## config.mk

```make
export PLATFORM = sky130hd
export DESIGN_NAME = multu_hilo_unit
export DESIGN_NICKNAME = d
export VERILOG_FILES = /design/src/rtl/multu_hilo_unit.sv
export SDC_FILE = /design/constraint.sdc
export NUM_CORES = 1
export LEC_CHECK = 0
export ABC_AREA = 1
export CAP_MARGIN = 40
export CORE_MARGIN = 2
export CORE_UTILIZATION = 32
export DETAILED_ROUTE_END_ITERATION = 8
export PLACE_DENSITY = 0.63
export SYNTH_ARGS = -nofsm -noshare
export SYNTH_HDL_FRONTEND = slang
export SYNTH_SLANG_ARGS = --single-unit
```

## constraint.sdc

```tcl
create_clock -name clk -period 7 [get_ports clk]
set_input_delay 0.7 -clock clk [delete_from_list [all_inputs] [get_ports clk]]
set_output_delay 0.7 -clock clk [all_outputs]
set_load 0.05 [all_outputs]
```

## src/rtl/multu_hilo_unit.sv

```systemverilog
// Multi-cycle unsigned multiplier (radix-2 shift-add) with the HI/LO register pair.
// Latency: HI/LO show the new product WIDTH cycles after the issuing edge; busy is high for WIDTH cycles.
// Backpressure: stall is raised combinationally when MULTU/MFHI/MFLO meets a busy unit.
module multu_hilo_unit #(
    parameter int WIDTH = 32,
    parameter int CNT_W = 6
) (
    input  logic             clk,
    input  logic             rst,
    input  logic             hilo_we,
    input  logic             hilo_rd,
    input  logic [WIDTH-1:0] src_a,
    input  logic [WIDTH-1:0] src_b,
    output logic [WIDTH-1:0] hi,
    output logic [WIDTH-1:0] lo,
    output logic             busy,
    output logic             done,
    output logic             stall
);

    localparam logic [0:0] S_IDLE = 1'b0;
    localparam logic [0:0] S_RUN  = 1'b1;

    // Counter value seen on the final iteration edge.
    localparam logic [CNT_W-1:0] LAST_CNT = CNT_W'(WIDTH - 1);

    logic [0:0]       state_q,  state_d;
    logic [WIDTH-1:0] mcand_q,  mcand_d;
    logic [WIDTH-1:0] mplier_q, mplier_d;
    logic [WIDTH:0]   acc_q,    acc_d;
    logic [CNT_W-1:0] cnt_q,    cnt_d;
    logic [WIDTH-1:0] hi_q,     hi_d;
    logic [WIDTH-1:0] lo_q,     lo_d;
    logic             done_q,   done_d;

    logic [WIDTH:0]   sum;
    logic [2*WIDTH:0] shifted;
    logic [WIDTH:0]   acc_nx;
    logic [WIDTH-1:0] mplier_nx;

    // One shift-add iteration: add mcand when the multiplier LSB is set, then shift
    // {acc, mplier} right by one so the low product bits accumulate in mplier.
    always_comb begin
        sum       = acc_q + {1'b0, (mplier_q[0] ? mcand_q : {WIDTH{1'b0}})};
        shifted   = {sum, mplier_q} >> 1;
        acc_nx    = shifted[2*WIDTH:WIDTH];
        mplier_nx = shifted[WIDTH-1:0];
    end

    // Next-state logic: accept MULTU only when idle; HI/LO are written only on the last iteration.
    always_comb begin
        state_d  = state_q;
        mcand_d  = mcand_q;
        mplier_d = mplier_q;
        acc_d    = acc_q;
        cnt_d    = cnt_q;
        hi_d     = hi_q;
        lo_d     = lo_q;
        done_d   = 1'b0;
        case (state_q)
            S_IDLE: begin
                if (hilo_we) begin
                    mcand_d  = src_a;
                    mplier_d = src_b;
                    acc_d    = '0;
                    cnt_d    = '0;
                    state_d  = S_RUN;
                end
            end
            S_RUN: begin
                acc_d    = acc_nx;
                mplier_d = mplier_nx;
                cnt_d    = cnt_q + 1'b1;
                if (cnt_q == LAST_CNT) begin
                    hi_d    = acc_nx[WIDTH-1:0];
                    lo_d    = mplier_nx;
                    done_d  = 1'b1;
                    state_d = S_IDLE;
                end
            end
            default: state_d = S_IDLE;
        endcase
    end

    // State registers; reset abandons any multiply in flight and clears HI/LO.
    always_ff @(posedge clk or posedge rst) begin
        if (rst) begin
            state_q  <= S_IDLE;
            mcand_q  <= '0;
            mplier_q <= '0;
            acc_q    <= '0;
            cnt_q    <= '0;
            hi_q     <= '0;
            lo_q     <= '0;
            done_q   <= 1'b0;
        end else begin
            state_q  <= state_d;
            mcand_q  <= mcand_d;
            mplier_q <= mplier_d;
            acc_q    <= acc_d;
            cnt_q    <= cnt_d;
            hi_q     <= hi_d;
            lo_q     <= lo_d;
            done_q   <= done_d;
        end
    end

    // Outputs: stall only holds HI/LO users; unrelated instructions flow past a busy unit.
    always_comb begin
        hi    = hi_q;
        lo    = lo_q;
        busy  = (state_q == S_RUN);
        done  = done_q;
        stall = busy & (hilo_we | hilo_rd);
    end

endmodule

```

## Word level (Yosys, flattened, before mapping)

Index checks and enable logic that the tools add are counted.

| word-level totals | value |
|---|---|
| word-level logic and storage cells | 29 |
| output and inout bits | 67 |
| register bits after elaboration | 169 |
| input port bits | 68 |

| cells by class | value |
|---|---|
| reduce and logical (&&, ||, !) cells | 2 |
| equality and inequality tests | 2 |
| add/subtract/negate cells | 2 |
| muxes and demuxes | 12 |
| bitwise logic cells | 3 |

Operators with widths:

| kind | number |
|---|---|
| $pmux W33 S2 | 1 |
| $mux W32 | 2 |
| $pmux W32 S2 | 1 |
| $add A33 B32 Y33 | 1 |
| $mux W33 | 1 |
| $pmux W6 S2 | 1 |
| $add A6 B1 Y6 const B | 1 |
| $eq A6 B5 Y1 const B | 1 |
| $mux W6 | 1 |
| $mux W1 | 4 |
| $reduce_and A2 Y1 | 2 |
| $ne A2 B2 Y1 const B | 1 |
| $pmux W1 S2 | 1 |
| $and A1 B1 Y1 | 1 |
| $not A1 Y1 | 1 |
| $or A1 B1 Y1 | 1 |

## Depth between registers and ports, before layout

Gate-level depths: netlist (run 1).

| depth | value |
|---|---|
| depth in word-level cells | 3 |
| mapped depth | 18 |
| mapped depth without buffers | 16 |

## Worst setup path after synthesis (run 1)

OpenSTA, ideal clock, no wires.

| timing | value |
|---|---|
| kind | reg-to-output |
| from | register state_q (netlist: busy) |
| to | output stall |
| required time | 6300 ps |
| stages on the path, launching flop included | 5 |
| data arrival time | 1752 ps |
| setup slack | 4548 ps |
| buffers on the path | 2 |
| cell sequence | dfrtp_1 > buf_2 > inv_2 > clkbuf_1 > nor2_1 |

| on the way | value |
|---|---|
| longest elaborated chain between the ends | 1 |

RTL lines:

| item | line | RTL |
|---|---|---|
| start: declaration | 27 | `logic [0:0] state_q, state_d;` |
| start signal: assignment | 97 | `state_q <= state_d;` |
| $and A1 B1 Y1 | 114 | `stall = busy & (hilo_we \| hilo_rd);` |
| end: declaration | 18 | `output logic stall` |

Every way passes these cells.

## Worst setup path in the final report (run 1)

Ends and elaborated chain as after synthesis.

==> impl_metrics.tcl, run 1 <==
set metrics [dict create \
    status "completed" \
    synthTopCellsByArea "dfrtp_1 46%, nand2_1 24%, inv_1 7.0%" \
    start_util_pct 32.7 \
    cap_violations 0 \
    peakVddDrop_uv 193 \
    critPathKind "register to primary output" \
    fin_util_pct 41.2 \
    p_seq_share_pct 29.7 \
    grt_pass1_wl_mm 41.8 \
    slowest_delay_ns 0.81 \
    track_usage_pct 17.4 \
    final_common_cell "nand2_1" \
    clkLatencyLatePin_ns 0.44 \
    critical-path-slowest-cell "clkdlybuf4s50_1" \
    gr-total-overflow 0 \
    p_leak_nw 6.14 \
    p_int_w 0.00302 \
    layout.nets 1485 \
    synth_top_area_cell "dfrtp_1" \
    clock_tree.buffer_depth 2 \
    gp_congestion 0.919 \
    max_freq_mhz 297 \
    vias 7994 \
    cts_tree "built" \
    cts_root_buf "clkbuf_16" \
    syn2layout_area_growth_pct 25.8 \
    pwr_density_cell_nw_per_um2 498 \
    fp-row-count 61 \
    switching_share_pct 47.2 \
    dpl.hpwl_mm 18.4 \
    post-route-period-util_pct 48.2 \
    cts.htree.levels 4 \
    holdBufCountCts 0 \
    syn_avg_cell_area_sq_um 7.24 \
    synth_top_area_share_pct 46.0 \
    clkPwrFrac_pct 17.9 \
    grt_max_degree 92 \
    synth_fp_nets 1365 \
    dr.first_iter.drc_count 564 \
    viasPerCell 4.51 \
    drc 0 \
    power.switching_w 0.00270 \
    synth-seq-cells 168 \
    final_cell_mix "582 x nand2_1, 169 x inv_1, 168 x dfrtp_1, 134 x clkdlybuf4s50_1, 76 x nand3_1" \
    wl_mm 25.3 \
    worstPathCellList "buf_4 > inv_2 > nor2_1 > clkdlybuf4s50_1" \
    finalHoldViolCount 0 \
    antenna_left 0 \
    required_ns 6.30 \
    ys_types 35 \
    slew_headroom_pct 45.4 \
    holdPathStages 2 \
    clkSlewWorstSetupHoldPaths_ns 0.07 \
    core_area_sq_um 27900 \
    tightestPinTransition_ns 0.819 \
    ios 135 \
    antenna_found_initial 0 \
    cts.sinks 168 \
    wl_per_cell_microns 14.3 \
    clock_skew_ns 0.00964 \
    post_cts_buffers 0 \
    postSynthCellCount 1263 \
    tns_ns 0 \
    setup-violations-final 0 \
    grt_pass1_vias 7928 \
    die_y_microns 173 \
    numPortBuffers 134 \
    arrival_ns 2.67 \
    syn_area_sq_um 9150 \
    period_needed_ns 3.37 \
    drive_gt1_share_pct 4.58 \
    post_cts_resized 0 \
    dr.pass1.iters 5 \
    start_kind "register" \
    fillCellCount 2930 \
    n_antenna_cell 0 \
    cp_max_fo 43 \
    cp-end-kind "primary output" \
    die-width_microns 173 \
    cts-buffers-inserted 17 \
    die-area_sq_um 29900 \
    yosys_warnings 0 \
    power_frac_comb_pct 52.4 \
    hold_class "register to register" \
    rsz0062_at_grt "false" \
    finalMaxSlewViolations 0 \
    ff2ff_path_depth 6 \
    seq_area_frac_synth_pct 46.0 \
]
[Yosys cell counts, drive strengths merged]
master  number
nor3         6
a21oi       21
o211ai       2
nand3       80
clkbuf      20
dfrtp      168
o21ai       45
xnor2       10
ha          33
o221ai      16
nand4        4
o22ai        1
nor2        51
nand3b       6
inv        173
o21bai       3
a32oi        1
xor2         3
fa           1
nand2      591
clkinv       1
or2          3
buf         22
nand2b       1
a21o         1
[stage by stage]
step                hold slack [ns]  setup WS, ns  area [sq um]  cells  power [W]
detailed placement            0.458          4.08         10900   1742    0.00472
global placement              0.455          4.06         10800   1740    0.00466
floorplan                     0.442          1.75          9150   1263    0.00381
CTS                           0.476          3.60         11500   1774    0.00577
finish                        0.472          3.63         11500   1774    0.00572
global route                  0.498          3.46         11500   1774    0.00619
[power by group through the flow]
stage                     registers (W)  clock network (W)  logic (W)
after floorplan                 0.00217                  0    0.00164
after detailed placement        0.00171                  0    0.00301
after CTS                       0.00170            0.00105    0.00302
after global placement          0.00171                  0    0.00295
after global routing            0.00176            0.00109    0.00334
final                           0.00170            0.00103    0.00300
[worst max-delay path, delay by kind of cell, from the launching register on]
kind | cells | cell delay (ns)
buf+inv | 3 | 1.70
flops | 1 | 0.32
simple gates | 1 | 0.19
[layer usage]
layer  track usage [%]  vias to the layer above  routed length (microns)
li1                  -                     4119                        -
met1              23.7                     3661                    12100
met2              26.7                      179                    11100
met3              4.11                       35                     1380
met4              6.81                        0                      705
met5                 0                        -                        0
[worst paths after layout]
path | from | endpoint | slack [ns]
max in group asynchronous | rst | hi[18] | 4.91
min in group asynchronous | rst | lo[9] | 0.55
min reg2reg | lo[30] | lo[30] | 0.47
min | lo[30] | lo[30] | 0.47
max | busy | stall | 3.63
max reg2reg | busy | hi[7] | 4.22
[state kept, by name, summed over array words and instances, names as in the netlist]
name and count:
acc_q 32, busy 1, cnt_q 6, done 1, hi 32, lo 32
mcand_q 32, mplier_q 32
[cells by family (layout without fill, tap and decap cells)]
group | after synthesis | in the layout | share of synthesized area (%)
buffers and inverters | 216 | 349 | 9.55
and+or+nand+nor | 742 | 742 | 32.7
xor gates and xnor gates | 13 | 13 | 1.25
adders and majority gates | 34 | 34 | 4.73
DFF | 168 | 168 | 46.0
AOI/OAI and AO/OA | 90 | 90 | 5.80
[final cells by class]
class / instances / area [sq um] / area share (%)
Sequential cell: 168 / 4200 / 36.5
Multi-Input combinational cell: 879 / 4090 / 35.5
Timing Repair Buffer: 143 / 1450 / 12.6
Inverter: 174 / 658 / 5.72
Tap cell: 378 / 473 / 4.11
Clock buffer: 18 / 429 / 3.73
Clock inverter: 14 / 205 / 1.78
No activity file was read; power rests on OpenSTA's default activity.
==> run 2, diff against run 1 <==
clock period = 3.3 ns   (was 7 ns; I/O delays follow)
==> impl_metrics.tcl, run 2 (synthesized netlist as in run 1, its figures left out) <==
set metrics [dict create \
    status "completed" \
    clkSlewWorstSetupHoldPaths_ns 0.08 \
    fin_util_pct 41.2 \
    die_y_microns 173 \
    fp-row-count 61 \
    cts_root_buf "clkbuf_16" \
    wl_mm 25.7 \
    critPathKind "register to register" \
    pwr_density_cell_nw_per_um2 1050 \
    die-area_sq_um 29900 \
    cp_max_fo 25 \
    holdWs_ns 0.156 \
    slowest_delay_ns 0.53 \
    cts-buffers-inserted 17 \
    p_int_w 0.00627 \
    clkLatencyLatePin_ns 0.44 \
    die-width_microns 173 \
    post-route-period-util_pct 76.6 \
    drive_gt1_share_pct 5.07 \
    post_cts_resized 0 \
    start_util_pct 32.7 \
    n_antenna_cell 0 \
    cap_violations 0 \
    finalMaxSlewViolations 0 \
    critical-path-slowest-cell "dfrtp_1" \
    vias 8059 \
    grt_max_degree 85 \
    antenna_left 0 \
    ios 135 \
    layout.nets 1490 \
    worstPathCellList "buf_4 > nand2_1 > inv_1 > ha_1 > nand2_1 > inv_1 > nand2_1 > inv_1 > a21oi_1 > nand2_2 > xnor2_1 > o21ai_1" \
    clock_skew_ns 0.0146 \
    worstSetupStartpoint "mplier_q[0]" \
    grt_pass1_wl_mm 42.7 \
    slew_headroom_pct 58.0 \
    grt_pass1_vias 8198 \
    holdBufCountCts 0 \
    rsz0062_at_grt "false" \
    arrival_ns 2.84 \
    hold_class "input pin to async pin" \
    final_cell_mix "582 x nand2_1, 169 x inv_1, 168 x dfrtp_1, 133 x clkdlybuf4s50_1, 76 x nand3_1" \
    gr-total-overflow 0 \
    antenna_found_initial 0 \
    drc 0 \
    finalHoldViolCount 0 \
    gp_congestion 0.967 \
    dr.pass1.iters 5 \
    dpl.hpwl_mm 18.9 \
    cts.htree.levels 4 \
    p_seq_share_pct 30.2 \
    numPortBuffers 134 \
    path_buf_inv 4 \
    p_leak_nw 6.15 \
    switching_share_pct 48.1 \
    tightestPinTransition_ns 0.631 \
    max_freq_mhz 396 \
    core_area_sq_um 27900 \
    required_ns 3.61 \
    setup-violations-final 0 \
    peakVddDrop_uv 364 \
    power_frac_comb_pct 52.7 \
    power.switching_w 0.00581 \
    path_delay_family "buffers and inverters" \
    cp-end-kind "register" \
    period_needed_ns 2.53 \
    track_usage_pct 17.8 \
    viasPerCell 4.53 \
    dr.first_iter.drc_count 577 \
    post_cts_buffers 0 \
    cts.sinks 168 \
    clkPwrFrac_pct 17.1 \
    r2r_start "mplier_q[0]" \
    syn2layout_area_growth_pct 25.9 \
    clock_tree.buffer_depth 2 \
    final_common_cell "nand2_1" \
    tns_ns 0 \
    cts_tree "built" \
    start_kind "register" \
    wl_per_cell_microns 14.5 \
]
[run 2: cell count changes in the layout (fill, tap and decap cells not counted), moves of 2 or more]
cell / previous run / this run
bufinv_16: 3 / 1
buf_16: 2 / 0
buf_12: 0 / 3
inv_6: 4 / 2
clkinv_4: 1 / 3
clkinv_8: 1 / 3
buf_4: 7 / 12
[run 2: routing by layer]
layer	vias to the layer above	share of wire, %	track usage [%]
li1	4147	-	-
met1	3719	48	24.0
met2	165	45	28.6
met3	28	5.8	3.89
met4	0	1.6	5.16
met5	-	0	0
[run 2: worst register-to-register path, stage by stage, from the launching register on]
cell and delay, ns:
dfrtp_1 0.53, buf_4 0.35, nand2_1 0.11, inv_1 0.08
ha_1 0.28, nand2_1 0.11, inv_1 0.06, nand2_1 0.09
inv_1 0.09, a21oi_1 0.18, nand2_2 0.13, xnor2_1 0.29
o21ai_1 0.09
[run 2: layout make-up]
class                   instances  area [sq um]
clock inverters                15           184
repair buffers                148          1480
inverters                     174           657
fillers                      2919         16400
well taps                     378           473
flip-flops and latches        168          4200
clock buffers                  17           425
multi-input cells             879          4090
[run 2: path summary, 6_finish.rpt]
kind,to,cells after the start,slack (ns)
min reg2reg,mcand_q[30],2,0.47
min in group clk,mcand_q[23],3,0.43
max in group asynchronous,mcand_q[26],3,2.42
min,lo[5],2,0.16
max,acc_q[14],12,0.77
max reg2reg,acc_q[14],12,0.77
[run 2: through the flow]
stage                     instances  cell area [sq um]  setup WS (ns)  power [W]
after floorplan                1263               9150          0.829    0.00809
after global placement         1747              10900          0.764    0.00998
after detailed placement       1747              10900          0.769     0.0101
after CTS                      1779              11500          0.743     0.0122
after global routing           1779              11500          0.474     0.0131
final                          1779              11500          0.774     0.0121
[run 2: power groups by stage]
stage | registers [W] | logic [W] | clock network (W)
after CTS | 0.00366 | 0.00641 | 0.00211
after global placement | 0.00367 | 0.00630 | 0
after floorplan | 0.00461 | 0.00348 | 0
final | 0.00365 | 0.00636 | 0.00207
after global routing | 0.00378 | 0.00713 | 0.00219
after detailed placement | 0.00368 | 0.00639 | 0
